File: src/rtl/uart_rx_cmd.sv
// uart_rx_cmd: asynchronous serial receiver (8N1 by default) feeding the
// snake game core. Bytes are presented on dataRX with a one-cycle WR_RX pulse;
// framing errors and line activity are reported for the debug LEDs.
// Optional feature: define UART_PARITY_EN to insert a parity bit between the
// data bits and the stop bit (PARITY_ODD selects odd or even sense).
module uart_rx_cmd #(
    parameter int CLKS_PER_BIT = 217,
    parameter int HALF_BIT     = CLKS_PER_BIT / 2,
    parameter bit PARITY_ODD   = 1'b0
) (
    input  logic       clk,
    input  logic       rstn,
    input  logic       rx,
    output logic [7:0] dataRX,
    output logic       WR_RX,
    output logic       frame_err,
    output logic       parity_err,
    output logic       busy
);

    localparam logic [9:0] BIT_LAST  = 10'(CLKS_PER_BIT - 1);
    localparam logic [9:0] HALF_LAST = 10'(HALF_BIT - 1);

    typedef enum logic [2:0] {
        S_IDLE      = 3'd0,
        S_START     = 3'd1,
        S_DATA      = 3'd2,
`ifdef UART_PARITY_EN
        S_PARITY    = 3'd3,
`endif
        S_STOP      = 3'd4,
        S_WAIT_IDLE = 3'd5
    } state_t;

    state_t     state, state_nxt;
    logic       rx_meta, rx_s;
    logic [9:0] cnt, cnt_nxt;
    logic [2:0] idx, idx_nxt;
    logic [7:0] shift, shift_nxt;
    logic [7:0] data_q, data_nxt;
    logic       wr_q, wr_nxt;
    logic       ferr_q, ferr_nxt;
`ifdef UART_PARITY_EN
    logic       perr_q, perr_nxt;
    logic       par_bad, par_bad_nxt;
`else
    logic       unused_parity_odd;
    assign unused_parity_odd = PARITY_ODD;
`endif

    // Two-flop synchronizer; the line idles high so reset loads ones
    always_ff @(posedge clk or negedge rstn) begin
        if (!rstn) begin
            rx_meta <= 1'b1;
            rx_s    <= 1'b1;
        end else begin
            rx_meta <= rx;
            rx_s    <= rx_meta;
        end
    end

    // State, counters, shift register and registered outputs
    always_ff @(posedge clk or negedge rstn) begin
        if (!rstn) begin
            state  <= S_IDLE;
            cnt    <= '0;
            idx    <= '0;
            shift  <= '0;
            data_q <= '0;
            wr_q   <= 1'b0;
            ferr_q <= 1'b0;
`ifdef UART_PARITY_EN
            perr_q  <= 1'b0;
            par_bad <= 1'b0;
`endif
        end else begin
            state  <= state_nxt;
            cnt    <= cnt_nxt;
            idx    <= idx_nxt;
            shift  <= shift_nxt;
            data_q <= data_nxt;
            wr_q   <= wr_nxt;
            ferr_q <= ferr_nxt;
`ifdef UART_PARITY_EN
            perr_q  <= perr_nxt;
            par_bad <= par_bad_nxt;
`endif
        end
    end

    // Next-state logic: sample only at the start-bit centre and each bit centre
    always_comb begin
        state_nxt = state;
        cnt_nxt   = cnt + 10'd1;
        idx_nxt   = idx;
        shift_nxt = shift;
        data_nxt  = data_q;
        wr_nxt    = 1'b0;
        ferr_nxt  = 1'b0;
`ifdef UART_PARITY_EN
        perr_nxt    = 1'b0;
        par_bad_nxt = par_bad;
`endif
        case (state)
            S_IDLE: begin
                cnt_nxt = '0;
`ifdef UART_PARITY_EN
                par_bad_nxt = 1'b0;
`endif
                if (!rx_s) begin
                    state_nxt = S_START;
                end
            end
            S_START: begin
                if (cnt == HALF_LAST) begin
                    cnt_nxt = '0;
                    if (rx_s) begin
                        state_nxt = S_IDLE;
                    end else begin
                        state_nxt = S_DATA;
                        idx_nxt   = '0;
                    end
                end
            end
            S_DATA: begin
                if (cnt == BIT_LAST) begin
                    cnt_nxt        = '0;
                    shift_nxt[idx] = rx_s;
                    idx_nxt        = idx + 3'd1;
                    if (idx == 3'd7) begin
`ifdef UART_PARITY_EN
                        state_nxt = S_PARITY;
`else
                        state_nxt = S_STOP;
`endif
                    end
                end
            end
`ifdef UART_PARITY_EN
            S_PARITY: begin
                if (cnt == BIT_LAST) begin
                    cnt_nxt     = '0;
                    par_bad_nxt = rx_s ^ (^shift) ^ PARITY_ODD;
                    state_nxt   = S_STOP;
                end
            end
`endif
            S_STOP: begin
                if (cnt == BIT_LAST) begin
                    cnt_nxt = '0;
`ifdef UART_PARITY_EN
                    perr_nxt = par_bad;
`endif
                    if (rx_s) begin
                        state_nxt = S_IDLE;
`ifdef UART_PARITY_EN
                        if (!par_bad) begin
                            wr_nxt   = 1'b1;
                            data_nxt = shift;
                        end
`else
                        wr_nxt   = 1'b1;
                        data_nxt = shift;
`endif
                    end else begin
                        ferr_nxt  = 1'b1;
                        state_nxt = S_WAIT_IDLE;
                    end
                end
            end
            S_WAIT_IDLE: begin
                cnt_nxt = '0;
                if (rx_s) begin
                    state_nxt = S_IDLE;
                end
            end
            default: begin
                state_nxt = S_IDLE;
                cnt_nxt   = '0;
            end
        endcase
    end

    assign dataRX    = data_q;
    assign WR_RX     = wr_q;
    assign frame_err = ferr_q;
`ifdef UART_PARITY_EN
    assign parity_err = perr_q;
`else
    assign parity_err = 1'b0;
`endif
    assign busy = (state != S_IDLE);

endmodule
File: config.mk
export PLATFORM = sky130hd
export DESIGN_NAME = uart_rx_cmd
export DESIGN_NICKNAME = d
export VERILOG_FILES = /design/src/rtl/uart_rx_cmd.sv
export SDC_FILE = /design/constraint.sdc
export NUM_CORES = 1
export LEC_CHECK = 0
export BUFFER_PORTS_ARGS = -buffer_cell sky130_fd_sc_hd__buf_2
export CORE_MARGIN = 4
export CORE_UTILIZATION = 58
export DETAILED_ROUTE_END_ITERATION = 10
export GPL_ROUTABILITY_DRIVEN = 0
export PLACE_DENSITY_LB_ADDON = 0.05
export SYNTH_ARGS = -nofsm -noshare
export SYNTH_HDL_FRONTEND = slang
export SYNTH_SLANG_ARGS = --single-unit
export TNS_END_PERCENT = 50
File: constraint.sdc
create_clock -name clk -period 2.4 [get_ports clk]
set_clock_uncertainty 0.1 [all_clocks]
set_input_delay 0.36 -clock clk [delete_from_list [all_inputs] [get_ports clk]]
set_output_delay 0.36 -clock clk [all_outputs]
set_load 0.01 [all_outputs]
==> flow_summary.json, run 1 <==
{
  "hold-path-endpoint": "rx_s",
  "slew_viol_final": 0,
  "slew_headroom_pct": 48.61,
  "p_leak_nw": 0.9041,
  "cts_buffer_depth": 2,
  "drc_errors": 0,
  "drive_gt1_share_pct": 25.44,
  "synth_seq_area_share_pct": 51.50,
  "drt-wirelength-per-cell_um": 15.04,
  "netlist_instances": 157,
  "cts_tree": "built",
  "synth_nets": 164,
  "coreArea_um2": 2829,
  "setup-violations-final": 0,
  "crit_fanout": 5,
  "die-area_um2": 3968,
  "avgViaCountPerCell": 5.975,
  "period_needed_ns": 2.081,
  "min_from": "rx_meta",
  "grtUsageTotal_pct": 17.17,
  "ys_ff_latch": 36,
  "cts_setup_buffers": 0,
  "yosysUniqueCellTypes": 39,
  "yosys_warnings": 0,
  "antenna_found_initial": 0,
  "crit_type": "flip-flop to flip-flop",
  "cp.arrival_ns": 2.23,
  "initial_utilization_pct": 62.01,
  "yosysTopAreaCellShare_pct": 48.50,
  "status": "completed",
  "die_x_um": 63.00,
  "min_path_cells": 0,
  "r2r_slack_ns": 0.32,
  "cts_inserted_buffers": 5,
  "die_y_um": 63.00,
  "final_hold_viol_count": 0,
  "fin_setup_tns_ns": 0,
  "grt_overflow": 0,
  "nets": 175,
  "clk_latency_ns": 0.35,
  "min_period_over_period_pct": 86.71,
  "fmax_mhz": 480.5,
  "mostFrequentLayoutCell": "dfrtp_1",
  "grt_pass1_wl_um": 5264,
  "cp-start-kind": "flip-flop",
  "post_cts_resize_count": 0,
  "critPathMaxStageDelay_ns": 0.45,
  "port_buffers": 13,
  "clkSlewWorstSetupHoldPaths_ns": 0.12,
  "wl_um": 3008,
  "cp_slowest_cell": "or4b_1",
  "power_density_nw_per_um2": 503.1,
  "drt_first_pass_iters": 4,
  "power_mw": 0.9430,
  "dr.first_iter.drc_count": 49,
  "r2r_cells": 5,
  "grt_max_degree": 37,
  "htreeDepth": 2,
  "synth_top_flop_cell": "dfrtp_1",
  "hold_class": "flip-flop to flip-flop",
  "diodes": 0,
  "io_pins": 15,
  "rr_startpoint": "cnt[0]",
  "clkSinkCount": 36,
  "grt_pass1_vias": 1150,
  "dp_hpwl_um": 2102,
  "synth.area.top_cells": "dfrtp_1 (49%), mux2_2 (10%), nor2_1 (3.9%)",
  "cts_root_buf": "clkbuf_4",
  "vias": 1195,
  "reg2reg_to": "idx[0]",
  "cp-end-kind": "flip-flop",
  "drv_cap": 0,
  "avgSynthCellArea_um2": 11.17,
  "syn-cell-area_um2": 1754,
  "ir_drop_v": 0.0003881,
  "drtAntennaViolNets": 0,
  "rows": 19,
  "path_cells": "ha_1 -> and4bb_2 -> or4b_1 -> a21o_1 -> mux2_2",
  "async_flop_share_pct": 100.0,
  "areaGrowthSynthToFinish_pct": 6.848,
  "synth_edf_count": 0,
  "critPathRequiredTime_ns": 2.55,
  "synth_top_area_cell": "dfrtp_1",
  "grt_setup_unrepaired": "no",
  "final_cell_mix": "dfrtp_1 (34), nor2_1 (18), mux2_2 (16), buf_2 (13)",
  "worstMarginPinSlew_ns": 0.7709
}
repair_timing:
item	CTS	global route
hold buffers	2	0
endpoints found under the setup margin	0	0
hold endpoints to repair	13	0
logic make-up after synthesis:
family / count (synthesis) / synth area share (%)
AOI/OAI and AO/OA: 11 / 4.565
other: 1 / 0.2138
adders and majority gates: 4 / 2.853
buffers and inverters: 19 / 5.350
and+or+nand+nor: 61 / 20.61
muxes: 17 / 10.91
xor gates and xnor gates: 8 / 3.994
DFF: 36 / 51.50
metal layers:
layer | up-vias | track usage [%] | wire length [um]
li1 | 568 | - | -
met1 | 581 | 22.93 | 1404
met2 | 38 | 26.35 | 1379
met3 | 8 | 3.777 | 155
met4 | 0 | 8.264 | 68
met5 | - | 0 | 0
cell type report:
class / count / area, um^2
multi-input cells: 102 / 757.0
repair buffers: 16 / 92.59
clock inverters: 3 / 18.77
fillers: 234 / 954.7
well taps: 31 / 38.79
inverters: 7 / 26.28
clock buffers: 5 / 37.54
flip-flops and latches: 36 / 903.4
power by group:
part	internal, mW	total, mW	leakage (nW)	switching (mW)
clock network	0.112	0.314	0.0349	0.202
registers	0.609	0.613	0.481	0.00400
logic	0.00350	0.0157	0.388	0.0122
synthesized netlist by cell type (2+ instances only):
| cell | count |
|---|---|
| a21o_1 | 2 |
| a22o_1 | 2 |
| and3_1 | 3 |
| buf_2 | 2 |
| buf_4 | 4 |
| clkbuf_1 | 4 |
| dfrtp_1 | 34 |
| dfstp_2 | 2 |
| ha_1 | 4 |
| inv_1 | 7 |
| mux2_2 | 16 |
| nand2_1 | 7 |
| nand3_1 | 6 |
| nand4_1 | 6 |
| nand4b_1 | 2 |
| nor2_1 | 18 |
| nor3_1 | 4 |
| nor3b_1 | 2 |
| nor4_1 | 3 |
| nor4b_1 | 2 |
| o21ai_0 | 3 |
| xnor2_1 | 6 |
| xor2_1 | 2 |
through the flow:
stage | utilization, % | worst slack (ns) | area (um^2) | hold WS, ns | instances
after floorplan | - | 0.4671 | 1754 | -0.03559 | 157
after global placement | 63.56 | 0.4134 | 1798 | 0.2458 | 190
after detailed placement | 63.56 | 0.3265 | 1798 | 0.2491 | 190
after CTS | 66.25 | 0.3227 | 1874 | 0.2648 | 200
after global routing | 66.25 | 0.1697 | 1874 | 0.2719 | 200
final | 66.25 | 0.3190 | 1874 | 0.2635 | 200
worst max-delay path: cells and delay by family, from the launching register on:
kind                     cells  cell delay (ns)
adder cells (fa/ha/maj)      1             0.25
AO/OA/AOI/OAI                1             0.22
multiplexers                 1             0.26
AND/OR/NAND/NOR              2             0.72
flip-flops                   1             0.43
worst max path at each step:
stage / start / endpoint / depth (start not counted)
after floorplan: cnt[0] / idx[0] / 5
after CTS: cnt[0] / idx[0] / 5
after detailed placement: cnt[0] / idx[0] / 5
after global routing: cnt[2] / shift[4] / 4
final: cnt[0] / idx[0] / 5
after global placement: cnt[2] / shift[4] / 4
flip-flops by register name, summed over array words and instances (netlist names):
signal and count:
cnt 10, dataRX 8, state 3, frame_err 1, rx_meta 1, rx_s 1, WR_RX 1, idx 3
shift 8
Power figures use the tool's default switching activity.
==> run 2, diff against run 1 <==
--- a/config.mk
+++ b/config.mk
@@ -7,4 +7,5 @@
 export LEC_CHECK = 0
 export BUFFER_PORTS_ARGS = -buffer_cell sky130_fd_sc_hd__buf_2
+export CORE_ASPECT_RATIO = 0.75
 export CORE_MARGIN = 4
 export CORE_UTILIZATION = 58
==> constraint.sdc (replaced) <==
create_clock -name clk -period 2.4 [get_ports clk]
set_clock_uncertainty 0.1 [all_clocks]
set_input_delay 0.36 -clock clk [delete_from_list [all_inputs] [get_ports clk]]
set_output_delay 0.36 -clock clk [all_outputs]
set_load 0.02 [all_outputs]
==> flow_summary.json, run 2 (synthesized netlist as in run 1, its figures left out) <==
{
  "io_pins": 15,
  "coreArea_um2": 2743,
  "place_inst": 195,
  "initial_utilization_pct": 63.96,
  "period_needed_ns": 2.080,
  "critPathRequiredTime_ns": 2.47,
  "slew_viol_final": 0,
  "stdcell_count": 203,
  "dp_hpwl_um": 2195,
  "drv_cap": 0,
  "final_hold_viol_count": 0,
  "nets": 173,
  "wl_um": 3101,
  "drc_errors": 0,
  "die-area_um2": 3977,
  "grt_pass1_vias": 1140,
  "cts_hold_buf": 0,
  "diodes": 0,
  "cts_inserted_buffers": 5,
  "crit_type": "flip-flop to flip-flop",
  "grt_max_degree": 37,
  "setup-violations-final": 0,
  "final_cell_area_um2": 1912,
  "rows": 16,
  "grtUsageTotal_pct": 17.80,
  "die_x_um": 71.50,
  "crit_fanout": 8,
  "clk_latency_ns": 0.28,
  "status": "completed",
  "largest_reg_flops": 10,
  "clkSlewWorstSetupHoldPaths_ns": 0.07,
  "cts_setup_buffers": 0,
  "power_density_nw_per_um2": 594.7,
  "htreeDepth": 2,
  "die_y_um": 55.63,
  "top_register": "cnt",
  "vias": 1188,
  "fmax_mhz": 480.7,
  "drt_first_pass_iters": 4,
  "cts_buffer_depth": 2,
  "min_period_over_period_pct": 86.69,
  "grt_overflow": 0,
  "r2r_slack_ns": 0.32,
  "clkSinkCount": 36,
  "cp.arrival_ns": 2.15,
  "cts_root_buf": "clkbuf_8",
  "ir_drop_v": 0.0004312,
  "worstMarginPinSlew_ns": 0.7741,
  "r2r_cells": 4,
  "cts_tree": "built",
  "final_cell_mix": "dfrtp_1 (34), nor2_1 (18), mux2_2 (16), buf_2 (13)",
  "place_area_um2": 1804,
  "avgViaCountPerCell": 5.852,
  "grt_setup_unrepaired": "no",
  "areaGrowthSynthToFinish_pct": 8.987,
  "dr.first_iter.drc_count": 91,
  "drt-wirelength-per-cell_um": 15.28,
  "post_cts_resize_count": 0,
  "fin_setup_tns_ns": 0,
  "cp-end-kind": "flip-flop",
  "drtAntennaViolNets": 0,
  "antenna_found_initial": 0,
  "mostFrequentLayoutCell": "dfrtp_1",
  "worst_slack_ns": 0.3195,
  "port_buffers": 13,
  "slew_headroom_pct": 48.40,
  "rr_startpoint": "cnt[2]",
  "cp-start-kind": "flip-flop",
  "drive_gt1_share_pct": 25.15,
  "p_leak_nw": 0.9160,
  "power_mw": 1.137,
  "reg2reg_to": "shift[1]",
  "grt_pass1_wl_um": 5602,
  "pre_cts_ws_ns": 0.2967,
  "hold_class": "input port to asynchronous set/reset pin"
}
==> run 2: cell count changes in the layout (fill, tap and decap cells not counted), sizes merged <==
cell	previous run	this run
clkinv	3	1
dlygate4sd3	2	0
bufinv	0	1
clkbuf	5	6
==> run 2: cell type report <==
class / instances / area (um^2)
flip-flops and latches: 36 / 903.4
fillers: 211 / 830.8
multi-input cells: 102 / 757.0
clock buffers: 6 / 72.57
repair buffers: 14 / 72.57
well taps: 36 / 45.04
clock inverters: 2 / 35.03
inverters: 7 / 26.28
==> run 2: metal layers <==
metal | vias up | routed length, um | global-route usage, %
met5 | - | 0 | 0
met3 | 0 | 174 | 4.513
met4 | 0 | 0 | 4.021
met2 | 36 | 1330 | 24.87
li1 | 568 | - | -
met1 | 584 | 1597 | 27.60
==> run 2: critical path: stages, from the launching register on <==
cell and delay [ns]:
dfrtp_1 0.47, nor4b_4 0.46, nand4_1 0.24, nor4b_1 0.33, mux2_2 0.37
==> run 2: worst max-delay path by stage <==
| stage | end | start |
|---|---|---|
| after floorplan | idx[0] | cnt[0] |
| after global placement | shift[1] | cnt[2] |
| after detailed placement | shift[1] | cnt[2] |
| after CTS | shift[4] | cnt[2] |
| after global routing | shift[1] | cnt[2] |
| final | shift[1] | cnt[2] |
==> run 2: power by group <==
group	total, mW	internal, mW	switching (mW)
clock	0.509	0.308	0.201
sequential	0.614	0.610	0.00407
combinational	0.0140	0.00142	0.0126
total	1.14	0.919	0.218
==> run 2: stage by stage <==
step / hold slack [ns] / utilization (%)
floorplan: -0.03559 / -
global placement: 0.2463 / 65.78
detailed placement: 0.2530 / 65.78
CTS: 0.07393 / 69.71
global route: 0.06852 / 69.71
finish: 0.05169 / 69.71
